## src/rtl/ap_ctrl_perf_monitor.sv

```systemverilog
// ap_ctrl_perf_monitor: per-channel ap_ctrl_chain activity counters with indexed readback (optional max latency via AP_PERF_MON_MAXLAT_EN)
module ap_ctrl_perf_monitor #(
  parameter int NUM_CH = 6,
  parameter int CNT_W  = 32,
  parameter int CH_W   = (NUM_CH > 1) ? $clog2(NUM_CH) : 1
) (
  input  logic              clock,
  input  logic              reset,
  input  logic [NUM_CH-1:0] ap_start,
  input  logic [NUM_CH-1:0] ap_done,
  input  logic [NUM_CH-1:0] ap_continue,
  input  logic [NUM_CH-1:0] iter_end,
  input  logic [NUM_CH-1:0] stall,
  input  logic              finish,
  input  logic              clear,
  input  logic              rd_req,
  input  logic [CH_W-1:0]   rd_ch,
  input  logic [2:0]        rd_sel,
  output logic              rd_valid,
  output logic [CNT_W-1:0]  rd_data,
  output logic [NUM_CH-1:0] ch_busy
);
  localparam logic [1:0] IDLE = 2'd0;
  localparam logic [1:0] RUN  = 2'd1;
  localparam logic [1:0] HOLD = 2'd2;
  localparam logic [CNT_W-1:0] MAX = {CNT_W{1'b1}};

  function automatic logic [CNT_W-1:0] sat_inc(input logic [CNT_W-1:0] v);
    return (v == MAX) ? v : v + CNT_W'(1);
  endfunction

  logic [1:0]       state_q [NUM_CH];
  logic [1:0]       state_d [NUM_CH];
  logic [CNT_W-1:0] inv_q   [NUM_CH];
  logic [CNT_W-1:0] inv_d   [NUM_CH];
  logic [CNT_W-1:0] busy_q  [NUM_CH];
  logic [CNT_W-1:0] busy_d  [NUM_CH];
  logic [CNT_W-1:0] stl_q   [NUM_CH];
  logic [CNT_W-1:0] stl_d   [NUM_CH];
  logic [CNT_W-1:0] iter_q  [NUM_CH];
  logic [CNT_W-1:0] iter_d  [NUM_CH];
  logic [CNT_W-1:0] last_q  [NUM_CH];
  logic [CNT_W-1:0] last_d  [NUM_CH];
  logic [CNT_W-1:0] cur_q   [NUM_CH];
  logic [CNT_W-1:0] cur_d   [NUM_CH];
  logic [CNT_W-1:0] lat_now [NUM_CH];
`ifdef AP_PERF_MON_MAXLAT_EN
  logic [CNT_W-1:0] max_q   [NUM_CH];
  logic [CNT_W-1:0] max_d   [NUM_CH];
`endif
  logic [NUM_CH-1:0] fresh;
  logic [NUM_CH-1:0] run;
  logic              rd_valid_q, rd_valid_d;
  logic [CNT_W-1:0]  rd_data_q, rd_data_d;
  logic [CNT_W-1:0]  sel_val;
  logic              ch_ok;

  // A start is accepted from IDLE, or from HOLD in the cycle continue releases it; that cycle counts as latency 1
  always_comb begin
    for (int i = 0; i < NUM_CH; i++) begin
      run[i]     = state_q[i] == RUN;
      fresh[i]   = ap_start[i] && (state_q[i] == IDLE || (state_q[i] == HOLD && ap_continue[i]));
      lat_now[i] = fresh[i] ? CNT_W'(1) : sat_inc(cur_q[i]);
      ch_busy[i] = state_q[i] != IDLE;
    end
  end

  // Channel FSMs and counters; clear beats finish, finish freezes everything
  always_comb begin
    for (int i = 0; i < NUM_CH; i++) begin
      state_d[i] = state_q[i];
      inv_d[i]   = inv_q[i];
      busy_d[i]  = busy_q[i];
      stl_d[i]   = stl_q[i];
      iter_d[i]  = iter_q[i];
      last_d[i]  = last_q[i];
      cur_d[i]   = cur_q[i];
`ifdef AP_PERF_MON_MAXLAT_EN
      max_d[i]   = max_q[i];
`endif
      if (clear) begin
        state_d[i] = IDLE;
        inv_d[i]   = '0;
        busy_d[i]  = '0;
        stl_d[i]   = '0;
        iter_d[i]  = '0;
        last_d[i]  = '0;
        cur_d[i]   = '0;
`ifdef AP_PERF_MON_MAXLAT_EN
        max_d[i]   = '0;
`endif
      end else if (!finish) begin
        if (run[i] || fresh[i]) begin
          busy_d[i]  = sat_inc(busy_q[i]);
          stl_d[i]   = (run[i] && stall[i]) ? sat_inc(stl_q[i]) : stl_q[i];
          iter_d[i]  = (run[i] && iter_end[i]) ? sat_inc(iter_q[i]) : iter_q[i];
          cur_d[i]   = lat_now[i];
          state_d[i] = RUN;
          if (ap_done[i]) begin
            inv_d[i]   = sat_inc(inv_q[i]);
            last_d[i]  = lat_now[i];
`ifdef AP_PERF_MON_MAXLAT_EN
            max_d[i]   = (lat_now[i] > max_q[i]) ? lat_now[i] : max_q[i];
`endif
            cur_d[i]   = CNT_W'(1);
            state_d[i] = !ap_continue[i] ? HOLD : (run[i] && ap_start[i]) ? RUN : IDLE;
          end
        end else if (state_q[i] == HOLD && ap_continue[i]) begin
          state_d[i] = IDLE;
        end
      end
    end
  end

  // Readback mux over pre-update values
  always_comb begin
    ch_ok      = 32'(rd_ch) < NUM_CH;
    sel_val    = rd_sel == 3'd0 ? inv_q[rd_ch] :
                 rd_sel == 3'd1 ? busy_q[rd_ch] :
                 rd_sel == 3'd2 ? stl_q[rd_ch] :
                 rd_sel == 3'd3 ? iter_q[rd_ch] :
                 rd_sel == 3'd4 ? last_q[rd_ch] :
`ifdef AP_PERF_MON_MAXLAT_EN
                 rd_sel == 3'd5 ? max_q[rd_ch] :
`endif
                 rd_sel == 3'd6 ? CNT_W'(state_q[rd_ch]) : '0;
    rd_valid_d = rd_req;
    rd_data_d  = (rd_req && ch_ok) ? sel_val : '0;
  end

  // State registers
  always_ff @(posedge clock) begin
    for (int i = 0; i < NUM_CH; i++) begin
      state_q[i] <= reset ? IDLE : state_d[i];
      inv_q[i]   <= reset ? '0 : inv_d[i];
      busy_q[i]  <= reset ? '0 : busy_d[i];
      stl_q[i]   <= reset ? '0 : stl_d[i];
      iter_q[i]  <= reset ? '0 : iter_d[i];
      last_q[i]  <= reset ? '0 : last_d[i];
      cur_q[i]   <= reset ? '0 : cur_d[i];
`ifdef AP_PERF_MON_MAXLAT_EN
      max_q[i]   <= reset ? '0 : max_d[i];
`endif
    end
    rd_valid_q <= reset ? 1'b0 : rd_valid_d;
    rd_data_q  <= reset ? '0 : rd_data_d;
  end

  assign rd_valid = rd_valid_q;
  assign rd_data  = rd_data_q;
endmodule
```

## config.mk

```make
export PLATFORM = sky130hd
export DESIGN_NAME = ap_ctrl_perf_monitor
export DESIGN_NICKNAME = d
export VERILOG_FILES = /design/src/rtl/ap_ctrl_perf_monitor.sv
export SDC_FILE = /design/constraint.sdc
export NUM_CORES = 2
export LEC_CHECK = 0
export BUFFER_PORTS_ARGS = -buffer_cell sky130_fd_sc_hd__buf_4
export CAP_MARGIN = 10
export CORE_UTILIZATION = 58
export DETAILED_ROUTE_END_ITERATION = 10
export PLACE_DENSITY = 0.88
export RECOVER_POWER = 25
export SYNTH_ARGS = -nofsm -noshare
export SYNTH_HDL_FRONTEND = slang
export SYNTH_SLANG_ARGS = --single-unit
```

## constraint.sdc

```tcl
create_clock -name clock -period 2.6 [get_ports clock]
set_input_delay 0.39 -clock clock [delete_from_list [all_inputs] [get_ports clock]]
set_output_delay 0.39 -clock clock [all_outputs]
set_load 0.02 [all_outputs]
```

### After elaboration in Yosys (flattened, before gate mapping)

Memories as Yosys holds them, arrays and structs flattened.
Cells that the tools add are included.

* bits in registers: 33
* bits in latches: 0
* bits in writable memories: 1164
* ROM bits: 0
* input bits: 41
* output and inout bits: 39
* memories kept: 7

* add/subtract/negate cells: 30
* multiply operators: 0
* div/mod/pow operators: 0
* order comparisons: 1
* equal/unequal tests: 65
* shifts and indexed selects: 0
* mux-type cells: 264
* bitwise logic cells: 1
* reductions and logical operators: 63

Memory list
* busy_q: depth 6, width 32, rd ports 7, clocked after memory_dff 0, wr ports 6, line 36 `logic [CNT_W-1:0] busy_q [NUM_CH];`
* cur_q: depth 6, width 32, rd ports 6, clocked after memory_dff 0, wr ports 6, line 44 `logic [CNT_W-1:0] cur_q [NUM_CH];`
* inv_q: depth 6, width 32, rd ports 7, clocked after memory_dff 0, wr ports 6, line 34 `logic [CNT_W-1:0] inv_q [NUM_CH];`
* iter_q: depth 6, width 32, rd ports 7, clocked after memory_dff 0, wr ports 6, line 40 `logic [CNT_W-1:0] iter_q [NUM_CH];`
* last_q: depth 6, width 32, rd ports 1, clocked after memory_dff 0, wr ports 6, line 42 `logic [CNT_W-1:0] last_q [NUM_CH];`
* stl_q: depth 6, width 32, rd ports 7, clocked after memory_dff 0, wr ports 6, line 38 `logic [CNT_W-1:0] stl_q [NUM_CH];`
* +1 memories

Operators with widths (number)
* 32-bit 2-to-1 mux: 215
* 32-bit by 1-bit adder with 32-bit output (second input constant): 30
* 32-bit == test (second input constant): 30
* 2-bit 2-to-1 mux: 43
* 1-bit logical AND: 31
* 5-bit inequality test (second input constant): 6
* 4-bit inequality test (second input constant): 6
* 3-bit inequality test (second input constant): 6
* 3-bit AND reduction: 6
* 2-bit by 1-bit == test with 1-bit output (second input constant): 6
* 2-bit == test (second input constant): 6
* 2-bit zero test: 6
* 1-bit logical OR: 12
* 2-bit nonzero test: 6
* 3-bit by 2-bit == test with 1-bit output (second input constant): 2
* 3-bit == test (second input constant): 2
* 1-bit 2-to-1 mux: 6
* 3-bit by 1-bit == test with 1-bit output (second input constant): 1
* 3-bit zero test: 1
* 3-bit < comparator (second input constant): 1
* 2-bit OR reduction: 1
* 1-bit NOT: 1

### Longest topological paths before layout

* word-level depth: 10
* gate-level depth with buffers: 11

### Least setup slack after synthesis

OpenSTA, ideal clock, no wires.

* path kind: input-to-reg
* start: input port reset
* end: memory last_q[1][0] (enable)
* library setup time: 0.482 ns
* data arrival time: 2.091 ns
* required time: 2.118 ns
* path slack: 0.027 ns
* cell stages on the path: 5
* buffers on the path: 3
* path through: nor2_1 -> clkbuf_1 -> clkbuf_1 -> clkbuf_1 -> nand2_1

RTL lines
* start, declared: line 8 `input logic reset,`
* end, declared: line 42

### Worst setup path in the final report

* start: memory last_q[2][18]
* end: register rd_data_q[18] (netlist: rd_data[18])

* longest elaborated chain between the ends: 6

Ends and longest elaborated chain
* memory 6 x 32 bit
* 32-bit 2-to-1 mux: line 122 `rd_sel == 3'd4 ? last_q[rd_ch] :`
* 32-bit 2-to-1 mux: line 121 `rd_sel == 3'd3 ? iter_q[rd_ch] :`
* 32-bit 2-to-1 mux: line 120 `rd_sel == 3'd2 ? stl_q[rd_ch] :`
* 32-bit 2-to-1 mux: line 119 `rd_sel == 3'd1 ? busy_q[rd_ch] :`
* 32-bit 2-to-1 mux: line 118 `sel_val = rd_sel == 3'd0 ? inv_q[rd_ch] :`
* end signal, assigned: line 146 `rd_data_q <= reset ? '0 : rd_data_d;`
* end, declared: line 54 `logic [CNT_W-1:0] rd_data_q, rd_data_d;`

No other way between the ends.
A chain may end at the register's enable or synchronous reset.

==> reports/metrics.csv <==
stage;metric;value;unit
timing;worst_slew_pin_slew;1.260;ns
outcome;status;finished clean;
die;rows;122;
timing;fin_crit_sh;0.9853;
pwr;p_leak;0.02489;uW
timing;skew;0.04533;ns
die;die_w;337.2;um
setup_path;setup.worst_path.start_class;flip-flop;
grt;grt_max_degree;164;
run;cap_violations;0;
placement;place.gp.congestion;1.061;
synthesis;ys_types;97;
die;pin_count;80;
synthesis;synth_mux_area_frac;0.07751;
cells_and_area;stdcell_count;9248;
clock_network;cts_buffers;131;
synthesis;synth_fa_ha_area_frac;0.005759;
timing;setup_viol;0;
synthesis;synthSimpleGateAreaFrac;0.2674;
pwr;p_per_area;555.8;nW/um2
cells_and_area;final_util;0.6624;
route;ant_nets;0;
route;avgRoutedWirePerCell;23.07;um
placement;port_buffers;79;
setup_path;end_kind;flip-flop;
pwr;ir_drop;649.1;uV
die;start_util;0.5874;
worst_hold_path;holdPathStages;3;
clock_network;worst_skew_pair.late_latency;0.78;ns
clock_network;clk_pin_slew_worst_paths;0.06;ns
timing;worst_slew_margin_rel;0.1601;
setup_path;cp_num_buf_inv;0;
route;totalWireLength;213300;um
route;vias_per_cell;6.669;
grt;antenna_found_initial;17;
placement;dp_hpwl;154000;um
die;die_area;113700;um2
route;drc;0;
worst_hold_path;hp-class;input pin to flip-flop;
synthesis;synth_commonest_cells;nor2_1 (1050), dfxtp_1 (1005), nand2_1 (569);
synthesis;avgSynthCellArea;8.676;um2
synthesis;synthXorXnorAreaFrac;0.1071;
grt;first_global_vias;56296;
timing;finalHoldViolCount;0;
placement;dp.cells;8983;
route;num_vias;61674;
clock_network;clock-sinks;1197;
clock_network;cts-root-buf;clkbuf_16;
setup_path;crit_chain;mux2i_1, o21ai_0, a22oi_1, nand3_1, a221oi_1, a211oi_1;
setup_path;critical_path_class;flip-flop to flip-flop;
synthesis;synth_nets;7584;
synthesis;ys_seq_elements;1197;
timing;drv_slew;0;
route;dr.pass1.iters;8;
synthesis;netlist_instances;7513;
timing;fmax;390.3;MHz
timing;min_period;2.562;ns
synthesis;synthMostInstantiatedCell;nor2_1;
cells_and_area;layout-drive-gt1-share;0.1080;
setup_path;worstPathMaxFanout;1;
cells_and_area;fin_nets;7719;
grt;grt_pass1_wl;324500;um
route;drt_iter0_drc;9431;
synthesis;synth_top_cell_by_area;dfxtp_1;
setup_path;ff2ff_path_depth;6;
synthesis;synth_top_family_by_area;simple AND/OR/NAND/NOR gates;
clock_network;clk_path_buf_depth;3;
die;die_h;337.2;um
synthesis;synth_edf_count;192;
synthesis;yosys-top-cells-area;dfxtp_1 (31%), edfxtp_1 (8.8%), xor2_1 (6.7%);
synthesis;ys_seq_area_frac;0.3971;
setup_path;cp_top_family;compound AO/OA/AOI/OAI gates;
synthesis;synth_top_area_share;0.3087;
die;core-area;111000;um2
synthesis;synthesis.area;65180;um2
grt;grtUsageTotal;0.3655;
setup_path;worstPathArrival;3.20;ns
grt;grt-ovfl-total;0;
synthesis;synth_compound_area_frac;0.1122;
setup_path;crit_path_top_delay_cell;nand3_1;
setup_path;cp.depth;6;
setup_path;crit_path_max_incr_delay;0.49;ns
clock_network;cts_tree;done;
synthesis;synth_ff_type;dfxtp_1;
clock_network;h-tree-depth;4;
synthesis;async_reset_ff_frac;0;
timing;rsz0062_at_grt;true;
setup_path;required;3.23;ns
synthesis;synth_warnings;0;
cells_and_area;synthToLayoutAreaGrowth;12.77;%
-- layout by cell type, fill, tap and decap left out, drive strengths merged, types with 138 or more instances in the layout --
cell type	count
xnor2	297
o21ai	431
clkbuf	250
edfxtp	192
dfxtp	1005
or3	155
nor3	179
and3	201
nand2	572
nand4	388
nor2	1050
a21oi	332
xor2	500
mux2i	192
mux4	138
nand3	434
buf	351
-- flip-flops by register name, indices dropped and copies added (netlist names) --
register / cells
last_q: 192
rd_valid: 1
busy_q: 192
cur_q: 192
state_q: 12
inv_q: 192
iter_q: 192
stl_q: 192
rd_data: 32
-- power by group --
group	total [uW]	switching (uW)	internal, uW
clock network	19500	8210	11300
registers	19100	147	19000
logic	2200	1510	681
total	40900	9870	31000
-- logic make-up after synthesis --
logic type | after synthesis
fa+ha+maj | 30
compound gates | 1196
buf+inv | 537
xor+xnor | 797
mux | 332
flops | 1197
simple gates | 3424
-- path summary, 6_finish.rpt --
check | end | startpoint | slack, ns
max | rd_data[18] | last_q[2][18] | 0.04
min | state_q[1][0] | ap_start[1] | 0.03
max reg2reg | rd_data[18] | last_q[2][18] | 0.04
min reg2reg | iter_q[4][1] | iter_q[4][1] | 0.49
-- worst min-delay path, delay by kind of cell --
family | cells | cell delay [ns]
buf+inv | 1 | 0.15
simple gates | 1 | 0.10
compound gates | 1 | 0.10
-- metal layers --
layer | global-route usage | wire (um) | up-vias
met5 | 0 | 64 | -
met1 | 0.4777 | 77940 | 29110
li1 | - | - | 27451
met3 | 0.1049 | 30790 | 806
met4 | 0.2087 | 14310 | 10
met2 | 0.5396 | 90220 | 4297
-- cell type report --
class | instances | area [um2]
antenna | 4 | 10.01
clock buffer | 176 | 3700
clock inverter | 65 | 812.0
fill | 8234 | 37460
inverter | 99 | 371.6
multi-input combinational | 5779 | 37280
sequential | 1197 | 25890
tap | 1488 | 1862
timing repair buffer | 440 | 3591
-- stage by stage --
step | worst slack (ns) | hold slack (ns) | area, um2 | power (uW) | TNS [ns]
3_3_place_gp | -0.1502 | 0.4573 | 69070 | 21560 | -0.6854
3_5_place_dp | -0.1593 | 0.4605 | 69070 | 21600 | -0.9816
2_1_floorplan | 0.02713 | 0.4382 | 65180 | 20610 | 0
4_1_cts | 0.07867 | 0.008871 | 73730 | 40770 | 0
6_report | 0.03816 | 0.02642 | 73510 | 40860 | 0
5_1_grt | -0.01293 | 0.04050 | 73500 | 41660 | -0.01611
-- timing repair --
item | 4_1_cts | 5_1_grt
setup buffers | 0 | 5
hold buffers | 15 | 0
gates resized for setup | 1 | 11
endpoints found under the hold margin | 14 | 0
pin swaps | 0 | 5
endpoints found under the setup margin | 1 | 27
Power figures use the tool's default switching activity.
